<file path="src/rtl/joy_db_pkg.sv">
// Shared definitions for the DB15 / DB9-MD joystick link blocks:
// button bit positions, button count and the DB15 responder state encoding.
package joy_db_pkg;

  localparam int JOY_BTNS = 12;

  localparam int BTN_R = 0;
  localparam int BTN_L = 1;
  localparam int BTN_D = 2;
  localparam int BTN_U = 3;
  localparam int BTN_A = 4;
  localparam int BTN_B = 5;
  localparam int BTN_C = 6;
  localparam int BTN_X = 7;
  localparam int BTN_Y = 8;
  localparam int BTN_Z = 9;
  localparam int BTN_E = 10;
  localparam int BTN_F = 11;

  typedef enum logic [1:0] {
    IDLE,
    LOAD,
    SHIFT,
    DONE
  } db15_tx_state_t;

endpackage

</file>
<file path="src/rtl/joy_sync.sv">
// N-stage synchronizer for an asynchronous pin, followed by one extra
// register stage that provides rise/fall detection on the synchronized level.
module joy_sync #(
  parameter int   STAGES    = 2,
  parameter logic RESET_VAL = 1'b0
) (
  input  logic clk,
  input  logic reset_n,
  input  logic din,
  output logic level,
  output logic rise,
  output logic fall
);

  logic [STAGES-1:0] sync_q, sync_d;
  logic              prev_q, prev_d;

  always_comb begin
    sync_d = {sync_q[STAGES-2:0], din};
    prev_d = sync_q[STAGES-1];
  end

  // Reset to the pin's idle level so releasing reset never looks like an edge.
  always_ff @(posedge clk) begin
    if (!reset_n) begin
      sync_q <= {STAGES{RESET_VAL}};
      prev_q <= RESET_VAL;
    end else begin
      sync_q <= sync_d;
      prev_q <= prev_d;
    end
  end

  assign level = sync_q[STAGES-1];
  assign rise  = level & ~prev_q;
  assign fall  = ~level & prev_q;

endmodule

</file>
<file path="src/rtl/joy_db15_tx.sv">
// DB15 joystick responder: emulates the reader-polled shift-register chains,
// latching both player words on JOY_LOAD and shifting them out LSB first.
import joy_db_pkg::*;

module joy_db15_tx #(
  parameter int NBITS       = 24,
  parameter int SYNC_STAGES = 2
) (
  input  logic        clk,
  input  logic        reset_n,
  input  logic [11:0] joystick1,
  input  logic [11:0] joystick2,
  input  logic        joy_clk,
  input  logic        joy_load,
  output logic        joy_data,
  output logic        frame_done,
  output logic [4:0]  bit_count
);

  // With NBITS = 32 the 5-bit count wraps to 0 on the final shift; frame_done
  // and the DONE state still mark the end of the frame.
  localparam logic [4:0] LAST_IDX = 5'(NBITS - 1);

  logic clk_level_unused, clk_fall_unused, clk_rise;
  logic load_level, load_rise_unused, load_fall_unused;

  joy_sync #(.STAGES(SYNC_STAGES), .RESET_VAL(1'b0)) u_clk_sync (
    .clk     (clk),
    .reset_n (reset_n),
    .din     (joy_clk),
    .level   (clk_level_unused),
    .rise    (clk_rise),
    .fall    (clk_fall_unused)
  );

  joy_sync #(.STAGES(SYNC_STAGES), .RESET_VAL(1'b1)) u_load_sync (
    .clk     (clk),
    .reset_n (reset_n),
    .din     (joy_load),
    .level   (load_level),
    .rise    (load_rise_unused),
    .fall    (load_fall_unused)
  );

  db15_tx_state_t   state_q, state_d;
  logic [NBITS-1:0] shreg_q, shreg_d;
  logic [4:0]       count_q, count_d;
  logic             frame_done_q, frame_done_d;
  logic [31:0]      frame_ext;
  logic [NBITS-1:0] frame;

  // Buttons are active high, the serial line is active low; bits past the
  // two player words read as released.
  always_comb begin
    frame_ext = {8'hFF, ~joystick2, ~joystick1};
    frame     = frame_ext[NBITS-1:0];
  end

  always_comb begin
    state_d      = state_q;
    shreg_d      = shreg_q;
    count_d      = count_q;
    frame_done_d = 1'b0;

    if (!load_level) begin
      state_d = LOAD;
      shreg_d = frame;
      count_d = 5'd0;
    end else begin
      unique case (state_q)
        IDLE: state_d = IDLE;
        LOAD: state_d = SHIFT;
        SHIFT: begin
          if (clk_rise) begin
            shreg_d = {1'b1, shreg_q[NBITS-1:1]};
            count_d = count_q + 5'd1;
            if (count_q == LAST_IDX) begin
              frame_done_d = 1'b1;
              state_d      = DONE;
            end
          end
        end
        DONE: state_d = DONE;
        default: state_d = IDLE;
      endcase
    end
  end

  always_ff @(posedge clk) begin
    if (!reset_n) begin
      state_q      <= IDLE;
      shreg_q      <= '1;
      count_q      <= 5'd0;
      frame_done_q <= 1'b0;
    end else begin
      state_q      <= state_d;
      shreg_q      <= shreg_d;
      count_q      <= count_d;
      frame_done_q <= frame_done_d;
    end
  end

  assign joy_data   = shreg_q[0];
  assign frame_done = frame_done_q;
  assign bit_count  = count_q;

endmodule

</file>
<file path="config.mk">
export PLATFORM = sky130hd
export DESIGN_NAME = joy_db15_tx
export DESIGN_NICKNAME = d
export VERILOG_FILES = /design/src/rtl/joy_db_pkg.sv /design/src/rtl/joy_sync.sv /design/src/rtl/joy_db15_tx.sv
export SDC_FILE = /design/constraint.sdc
export NUM_CORES = 1
export LEC_CHECK = 0
export BUFFER_PORTS_ARGS = -buffer_cell sky130_fd_sc_hd__buf_2
export CORE_ASPECT_RATIO = 1.75
export CORE_MARGIN = 2
export CORE_UTILIZATION = 48
export CTS_CLUSTER_SIZE = 24
export DETAILED_ROUTE_END_ITERATION = 8
export PLACE_DENSITY = 0.85
export SYNTH_ARGS = -nofsm -noshare
export SYNTH_HDL_FRONTEND = slang
export SYNTH_SLANG_ARGS = --single-unit
export TNS_END_PERCENT = 100
</file>
<file path="constraint.sdc">
create_clock -name clk -period 1.4 [get_ports clk]
set_clock_uncertainty 0.15 [all_clocks]
set_input_delay 0.07 -clock clk [delete_from_list [all_inputs] [get_ports clk]]
set_output_delay 0.07 -clock clk [all_outputs]
set_load 0.02 [all_outputs]
</file>
==> out/metrics.csv, run 1 <==
stage,metric,value,unit
grt,total gr overflow,0,
grt,number of global-route vias before repair,1544,
finish,layout cell share with drive strength beyond 1,30.0,%
placed_design,Post-Place Cells,257,
finish,area of the multi-input gates,861,um2
worst_setup_path,crit end category,flip-flop,
worst_setup_path,arrival time at the worst endpoint,1510,ps
placed_design,buffers added on ports,34,
route,DR vias,1641,
synth,number of enable flip-flop cells after synthesis,0,
synth,post-synth top area cell,dfxtp_1,
finish,"commonest non-fill, non-tap cell in the layout",nor2_1,
timing,Hold Fails Final Rpt,0,
clocking,CTS Root Cell,clkbuf_8,
power_and_ir_drop,power per cell area,848,nW/um2
synth,Cells after Synth,180,
finish,fin nets,278,
route,final wirelength,4420,um
clocking,CTS tree,yes,
floorplan,full die area,4000,um2
finish,fillers,254,
timing,Slew @ Worst Pin,424,ps
grt,largest net degree at the start of global routing,27,
clocking,Max clock buf depth,2,
worst_setup_path,Bufs and invs on worst path,1,
finish,"Area growth, synth to finish",42.8,%
synth,"FF+latch count, synth",37,
clocking,htree depth,2,
synth,average cell area after synthesis,9.31,um2
timing,Slew HR,71.7,%
worst_setup_path,slowest cell delay on critical path,370,ps
synth,synthesized cell area,1680,um2
floorplan,Die Y,82.2,um
worst_setup_path,CP cell instances,"and4bb_4, clkbuf_16, nor2_1, a311oi_1",
clocking,CTS sink count,37,
grt,gr usage total,22.3,%
placed_design,dpl hpwl,2440,um
clocking,Post-CTS Setup Inserts,0,
synth,Yosys cell types,31,
synth,ranking of synthesized cells by area,"dfxtp_1 44%, nand3b_1 9.9%, nor2_1 9.4%",
worst_setup_path,slowest CP cell,and4bb_4,
power_and_ir_drop,Pleak,0.948,nW
clocking,total CTS buffers,5,
finish,antenna fix cells,0,
finish,most frequent cells in the layout,"41 x nor2_1, 34 x buf_2, 31 x dfxtp_1, 26 x dlygate4sd3_1, 22 x nand3b_1",
floorplan,Die X,48.7,um
hold_path,Min-Delay Path Class,in2reg,
floorplan,Core ar.,3360,um2
timing,Slew Limit Fails,0,
placed_design,Post-Place Cell Area,1900,um2
status,status,"finished, violations left",
route,per-cell routed wire length,15.0,um
grt,antenna violations before repair,0,
worst_setup_path,kind of critical path,reg2reg,
route,First DRT Iteration DRCs,62,
clocking,Clock Pin Slew Worst Setup and Hold Paths,80,ps
synth,area share of the largest cell type after synthesis,44.2,%
flow_run,number of max-cap violations,0,
worst_setup_path,Top delay family on crit path,simple AND/OR/NAND/NOR gates,
worst_setup_path,crit-path max FO,11,
timing,final setup fails,2,
synth,sequential cell area fraction in the yosys report,44.2,%
route,Detailed Routing Iterations Pass 1,4,
floorplan,Starting Density,49.8,%
timing,RSZ-0062 raised after global routing,true,
floorplan,# rows,28,
grt,first-pass GRT wire length,6780,um
timing,Final Cycle Share,105,%
floorplan,I/O pins,35,
timing,Peak Freq,682,MHz
route,Final ANT Viol Nets,0,
finish,"non-filler cells, final",295,
finish,Seq. cell area,751,um2
status,failing checks,setup timing,
route,DRC violation count after routing,0,
synth,syn nets,209,
synth,Synth Flop Type,dfxtp_1,
synth,Post-synth ARST share,0,%
clocking,clk_lat worst skew,290,ps
placed_design,Final GP Congestion,0.736,
finish,post-route cell area,2390,um2
worst_setup_path,crit start category,flip-flop,
power_and_ir_drop,VDD IR max,1020,uV
route,DR vias/cell,5.56,
synth,Syn. warnings,0,
timing,Final WS setup,-67.1,ps
timing,Final min period,1470,ps
worst_setup_path,CP Data Required Time,1440,ps
sequential cells by signal, indices dropped and copies added, names as in the netlist:
| signal | flops |
|---|---|
| shreg_q | 24 |
| bit_count | 5 |
| state_q | 2 |
| u_clk_sync.sync_q | 2 |
| u_load_sync.sync_q | 2 |
| frame_done | 1 |
| u_clk_sync.prev_q | 1 |
power by group:
| part | switching, mW | internal, mW | total, mW |
|---|---|---|---|
| Clock | 0.377 | 0.345 | 0.722 |
| Sequential | 0.0111 | 1.08 | 1.09 |
| Combinational | 0.0925 | 0.123 | 0.215 |
| Total | 0.480 | 1.55 | 2.03 |
cells by family after synthesis:
logic type / Yosys count / synth area share (%)
fa+ha+maj: 1 / 0.747
simple gates: 86 / 28.2
buf+inv: 19 / 8.96
xor+xnor: 1 / 0.523
mux: 3 / 1.79
flops: 37 / 44.2
compound gates: 33 / 15.5
cell usage after synthesis (2+ instances only):
master     n
a21oi_1    7
a311oi_1  17
a311oi_2   2
and2_1     3
buf_2      6
buf_4      2
buf_6      3
buf_8      2
dfxtp_1   37
inv_1      4
mux2i_1    3
nand2_1    3
nand2b_1   2
nand3_1    3
nand3b_1  22
nor2_1    42
nor3_1     2
o21ai_0    5
or3_1      3
per-layer routing:
metal	track usage [%]	vias to the layer above	wire length, um
met2	39.5	61	2390
met3	4.14	12	198
met5	0	-	0
met1	24.7	786	1690
li1	-	782	-
met4	13.7	0	145
worst paths after layout:
kind,endpoint,cells after the start,slack (ps),startpoint
hold / removal,shreg_q[23],2,40,reset_n
hold reg to reg,u_load_sync.sync_q[1],1,260,u_load_sync.sync_q[0]
setup reg to reg,shreg_q[9],4,-70,state_q[0]
setup / recovery,shreg_q[9],4,-70,state_q[0]
cell type report:
class / count / share of cell area (%)
inverter: 4 / 0.628
multi-input combinational: 125 / 36.0
tap: 45 / 2.35
clock buffer: 6 / 3.03
clock inverter: 2 / 0.418
timing repair buffer: 76 / 26.2
sequential: 37 / 31.4
through the flow:
| stage | power [mW] | TNS, ps | hold WS [ps] | worst slack (ps) | utilization (%) |
|---|---|---|---|---|---|
| floorplan | 1.20 | 0 | 8.78 | 76.9 | - |
| global placement | 1.26 | 0 | 101 | 23.7 | 56.6 |
| detailed placement | 1.27 | -29.3 | 104 | -18.7 | 56.6 |
| CTS | 2.03 | 0 | 27.7 | 0.323 | 67.2 |
| global route | 2.10 | -329 | 72.7 | -109 | 71.1 |
| finish | 2.03 | -75.8 | 37.7 | -67.1 | 71.1 |
what timing repair did:
| item | in CTS | in global routing |
|---|---|---|
| resized for setup | 1 | 13 |
| hold buffers | 26 | 0 |
| endpoints found under the hold margin | 26 | 0 |
| pin swaps | 0 | 15 |
| endpoints found under the setup margin | 3 | 21 |
| cloned | 0 | 4 |
(Power assumes the default switching activity.)
==> run 2: changes to the inputs <==
--- a/config.mk
+++ b/config.mk
@@ -12,6 +12,7 @@
 export CTS_CLUSTER_SIZE = 24
 export DETAILED_ROUTE_END_ITERATION = 8
 export PLACE_DENSITY = 0.85
+export SETUP_SLACK_MARGIN = 0.5
 export SYNTH_ARGS = -nofsm -noshare
 export SYNTH_HDL_FRONTEND = slang
 export SYNTH_SLANG_ARGS = --single-unit
==> out/metrics.csv, run 2 (synthesis gave the netlist of run 1 again) <==
stage,metric,value,unit
worst_setup_path,slowest CP cell,and4bb_4,
worst_setup_path,Setup crit start,u_clk_sync.prev_q,
clocking,CTS sink count,37,
route,top routing layer used,met4,
timing,Peak Freq,689,MHz
floorplan,Die Y,82.2,um
clocking,CTS Root Cell,clkbuf_8,
route,DRC violation count after routing,0,
finish,fillers,230,
finish,"non-filler cells, final",289,
worst_setup_path,Reg2Reg Setup Slack,-50,ps
timing,Slew HR,80.1,%
route,DR vias/cell,5.55,
finish,antenna fix cells,0,
clocking,Clock Pin Slew Worst Setup and Hold Paths,70,ps
route,met2 routed WL,2450,um
worst_setup_path,CP most frequent cell,buf_12,
floorplan,I/O pins,35,
timing,Slew @ Worst Pin,298,ps
status,status,"finished, violations left",
floorplan,Die X,48.7,um
worst_setup_path,worst setup path end,shreg_q[14],
clocking,Max clock buf depth,2,
placed_design,Post-Place Cells,256,
finish,most frequent cells in the layout,"33 x nor2_1, 27 x buf_2, 25 x dfxtp_1, 22 x nand3b_1, 15 x dlygate4sd3_1",
hold_path,Min-Delay Path Class,in2reg,
finish,"Area growth, synth to finish",48.0,%
timing,Final min period,1450,ps
route,met3 wire len,184,um
route,Detailed Routing Iterations Pass 1,4,
timing,Final Cycle Share,104,%
grt,largest net degree at the start of global routing,21,
floorplan,Starting Density,49.8,%
worst_setup_path,crit start category,flip-flop,
timing,final setup fails,8,
clocking,clk_lat worst skew,300,ps
worst_setup_path,crit-path max FO,7,
finish,"commonest non-fill, non-tap cell in the layout",nor2_1,
grt,number of global-route vias before repair,1547,
placed_design,Final GP Congestion,0.785,
worst_setup_path,slowest cell delay on critical path,370,ps
clocking,total CTS buffers,5,
timing,Final WS setup,-51.8,ps
grt,gr usage total,23.0,%
floorplan,Core ar.,3360,um2
route,DR vias,1603,
worst_setup_path,Bufs and invs on worst path,2,
route,First DRT Iteration DRCs,43,
placed_design,buffers added on ports,34,
floorplan,full die area,4000,um2
power_and_ir_drop,Pleak,0.931,nW
grt,total gr overflow,0,
status,failing checks,"hold timing, setup timing",
worst_setup_path,critical path depth,5,
worst_setup_path,CP Data Required Time,1460,ps
power_and_ir_drop,VDD IR max,674,uV
worst_setup_path,Top delay family on crit path,simple AND/OR/NAND/NOR gates,
timing,Hold Slack,-185,ps
worst_setup_path,RR Startpoint,u_clk_sync.prev_q,
finish,layout cell share with drive strength beyond 1,41.8,%
placed_design,dpl hpwl,2770,um
finish,max FFs per register,24,
finish,largest register by flop count,shreg_q,
finish,fin nets,272,
route,final wirelength,4600,um
grt,first-pass GRT wire length,6990,um
power_and_ir_drop,power per cell area,831,nW/um2
worst_setup_path,CP cell instances,"and4bb_4, buf_12, buf_12, nor2_4, a311oi_2",
clocking,htree depth,2,
timing,Hold Fails Final Rpt,12,
worst_setup_path,terminus of the critical flop-to-flop path,shreg_q[14],
worst_setup_path,crit end category,flip-flop,
timing,Slew Limit Fails,0,
worst_setup_path,R2R cell count,5,
worst_setup_path,arrival time at the worst endpoint,1510,ps
route,WL met1,1810,um
worst_setup_path,kind of critical path,reg2reg,
clocking,CTS tree,yes,
timing,RSZ-0062 raised after global routing,true,
route,Final ANT Viol Nets,0,
grt,antenna violations before repair,0,
route,per-cell routed wire length,15.9,um
flow_run,number of max-cap violations,0,
floorplan,# rows,28,
## run 2: worst reg2reg max path, cell delays in order (launching register included)
cell and delay (ps):
dfxtp_2 330, and4bb_4 370, buf_12 120, buf_12 120, nor2_4 50, a311oi_2 240
## run 2: power by group
part | switching [mW] | internal [mW]
Sequential | 0.0135 | 1.07
Clock | 0.363 | 0.401
Combinational | 0.0960 | 0.112
## run 2: how the worst min path moves through the flow
stage | cells past startpoint | start | slack, ps | end
5_1_grt | 2 | joystick1[0] | -190 | shreg_q[0]
3_3_place_gp | 2 | joy_load | 100 | u_load_sync.sync_q[0]
6_report | 2 | joystick1[0] | -190 | shreg_q[0]
3_5_place_dp | 2 | joy_load | 110 | u_load_sync.sync_q[0]
4_1_cts | 2 | joystick1[0] | -190 | shreg_q[0]
2_1_floorplan | 1 | joystick1[0] | 9 | shreg_q[0]
## run 2: cell type report
type | count | area (um2) | share of cell area [%]
multi-input combinational | 124 | 922 | 37.2
clock buffer | 8 | 90.1 | 3.63
tap | 45 | 56.3 | 2.27
inverter | 4 | 15.0 | 0.605
timing repair buffer | 71 | 628 | 25.3
sequential | 37 | 768 | 31.0
## run 2: what timing repair did
| item | in CTS | in global routing |
|---|---|---|
| pin swaps | 7 | 10 |
| setup endpoints to repair | 39 | 39 |
| setup buffers | 6 | 3 |
| hold endpoints to repair | 26 | 17 |
| resized for setup | 32 | 15 |
| gates cloned | 0 | 1 |
| hold buffers | 10 | 5 |
## run 2: stage by stage
| step | total power, mW | cell area, um2 | util, % | TNS [ps] | setup WS (ps) |
|---|---|---|---|---|---|
| 6_report | 2.06 | 2480 | 73.7 | -237 | -51.8 |
| 5_1_grt | 2.14 | 2480 | 73.7 | -1230 | -106 |
| 4_1_cts | 2.04 | 2320 | 69.0 | -37.6 | -9.64 |
| 3_5_place_dp | 1.27 | 1980 | 58.8 | 0 | 0.443 |
| 3_3_place_gp | 1.26 | 1980 | 58.8 | 0 | 82.2 |
| 2_1_floorplan | 1.20 | 1770 | - | 0 | 151 |
## run 2: per-layer routing
layer	global-route usage, %	vias up
met2	42.3	53
met3	4.68	13
li1	-	775
met4	14.0	0
met5	0	-
met1	24.0	762
==> run 3: changes to the inputs <==
--- a/config.mk
+++ b/config.mk
@@ -11,8 +11,9 @@
 export CORE_UTILIZATION = 48
 export CTS_CLUSTER_SIZE = 24
 export DETAILED_ROUTE_END_ITERATION = 8
-export PLACE_DENSITY = 0.85
+export PLACE_DENSITY = 0.81
 export SETUP_SLACK_MARGIN = 0.5
+export SKIP_CTS_REPAIR_TIMING = 1
 export SYNTH_ARGS = -nofsm -noshare
 export SYNTH_HDL_FRONTEND = slang
 export SYNTH_SLANG_ARGS = --single-unit
==> out/metrics.csv, run 3 (synthesis gave the netlist of run 1 again) <==
stage,metric,value,unit
floorplan,Core ar.,3360,um2
worst_setup_path,crit end category,flip-flop,
timing,Hold Fails Final Rpt,18,
worst_setup_path,Reg2Reg Setup Slack,-40,ps
timing,Final Cycle Share,103,%
worst_setup_path,worst setup path end,shreg_q[8],
finish,antenna fix cells,0,
clocking,CTS Root Cell,clkbuf_8,
finish,fillers,290,
timing,Final min period,1440,ps
finish,layout cell share with drive strength beyond 1,35.7,%
grt,antenna violations before repair,0,
floorplan,I/O pins,35,
finish,"non-filler cells, final",275,
timing,Hold Slack,-188,ps
route,per-cell routed wire length,13.9,um
floorplan,# rows,28,
route,final wirelength,3820,um
status,status,"finished, violations left",
route,DR vias,1515,
placed_design,pre-CTS setup slack,39.0,ps
worst_setup_path,crit start category,flip-flop,
grt,largest net degree at the start of global routing,25,
placed_design,buffers added on ports,34,
finish,largest register by flop count,shreg_q,
clocking,Max clock buf depth,2,
timing,Peak Freq,693,MHz
route,DR vias/cell,5.51,
worst_setup_path,R2R cell count,4,
worst_setup_path,kind of critical path,reg2reg,
power_and_ir_drop,Psw,0.456,mW
worst_setup_path,RR Startpoint,u_clk_sync.prev_q,
grt,number of global-route vias before repair,1361,
worst_setup_path,crit-path max FO,10,
power_and_ir_drop,VDD IR max,839,uV
power_and_ir_drop,clock network power share,37.7,%
placed_design,Post-Place Cells,254,
clocking,CTS sink count,37,
clocking,clk_lat worst skew,290,ps
timing,Slew @ Worst Pin,352,ps
route,DRC violation count after routing,0,
timing,Slew HR,76.5,%
worst_setup_path,Setup crit start,u_clk_sync.prev_q,
grt,first-pass GRT wire length,5840,um
power_and_ir_drop,Flop pwr share,53.6,%
finish,"Area growth, synth to finish",35.8,%
route,First DRT Iteration DRCs,35,
floorplan,full die area,4000,um2
hold_path,Min-Delay Path Class,in2reg,
floorplan,Die X,48.7,um
timing,Slew Limit Fails,0,
worst_setup_path,terminus of the critical flop-to-flop path,shreg_q[8],
power_and_ir_drop,power per cell area,890,nW/um2
worst_setup_path,CP Data Required Time,1440,ps
clocking,CTS tree,yes,
timing,final setup fails,2,
finish,most frequent cells in the layout,"38 x nor2_1, 27 x buf_2, 25 x dfxtp_1, 22 x nand3b_1, 16 x a311oi_1",
finish,max FFs per register,24,
floorplan,Die Y,82.2,um
floorplan,Starting Density,49.8,%
timing,Setup TNS Final,-50.7,ps
grt,gr usage total,18.8,%
power_and_ir_drop,Internal Power,1.57,mW
status,failing checks,"hold timing, setup timing",
finish,fin nets,258,
placed_design,dpl hpwl,2430,um
clocking,total CTS buffers,5,
placed_design,Final GP Congestion,0.771,
route,Final ANT Viol Nets,0,
timing,Final WS setup,-43.0,ps
clocking,htree depth,2,
clocking,Clock Pin Slew Worst Setup and Hold Paths,70,ps
power_and_ir_drop,Pleak,0.849,nW
route,Detailed Routing Iterations Pass 1,4,
power_and_ir_drop,Gate power share,8.7,%
power_and_ir_drop,switch share,22.5,%
grt,total gr overflow,0,
timing,RSZ-0062 raised after global routing,true,
power_and_ir_drop,total power,2.03,mW
finish,"commonest non-fill, non-tap cell in the layout",nor2_1,
worst_setup_path,arrival time at the worst endpoint,1490,ps
flow_run,number of max-cap violations,0,
run 3: critical path: stages, from the launching register on:
cell,delay (ps)
dfxtp_2,340
and4bb_4,400
clkbuf_16,190
nor2_1,50
a311oi_1,220
run 3: worst min path at each step:
stage | startpoint | cells past startpoint | end
final | joystick1[0] | 2 | shreg_q[0]
after global routing | joystick2[8] | 2 | shreg_q[20]
after CTS | joystick1[6] | 2 | shreg_q[6]
after detailed placement | joy_load | 2 | u_load_sync.sync_q[0]
after global placement | joy_load | 2 | u_load_sync.sync_q[0]
after floorplan | joystick1[0] | 1 | shreg_q[0]
run 3: cell type report:
class                   instances  area [um2]  share of cell area [%]
inverters                       4        15.0                   0.660
well taps                      45        56.3                    2.48
repair buffers                 57         495                    21.8
multi-input cells             124         850                    37.3
clock buffers                   8        90.1                    3.96
flip-flops and latches         37         768                    33.8
run 3: power groups by stage:
stage | logic (mW) | clock network [mW] | registers, mW
3_5_place_dp | 0.154 | 0 | 1.11
2_1_floorplan | 0.0927 | 0 | 1.11
5_1_grt | 0.195 | 0.822 | 1.09
4_1_cts | 0.154 | 0.774 | 1.09
3_3_place_gp | 0.152 | 0 | 1.11
6_report | 0.176 | 0.764 | 1.08
run 3: layer usage:
| layer | wire (um) | global-route usage [%] |
|---|---|---|
| met2 | 2010 | 32.6 |
| met5 | 0 | 0 |
| met4 | 65 | 10.0 |
| met1 | 1580 | 21.2 |
| met3 | 168 | 4.86 |
run 3: stage by stage:
step	util (%)	area (um2)
6_report	67.6	2270
5_1_grt	67.6	2270
4_1_cts	60.7	2040
3_5_place_dp	58.0	1950
3_3_place_gp	58.0	1950
2_1_floorplan	-	1770
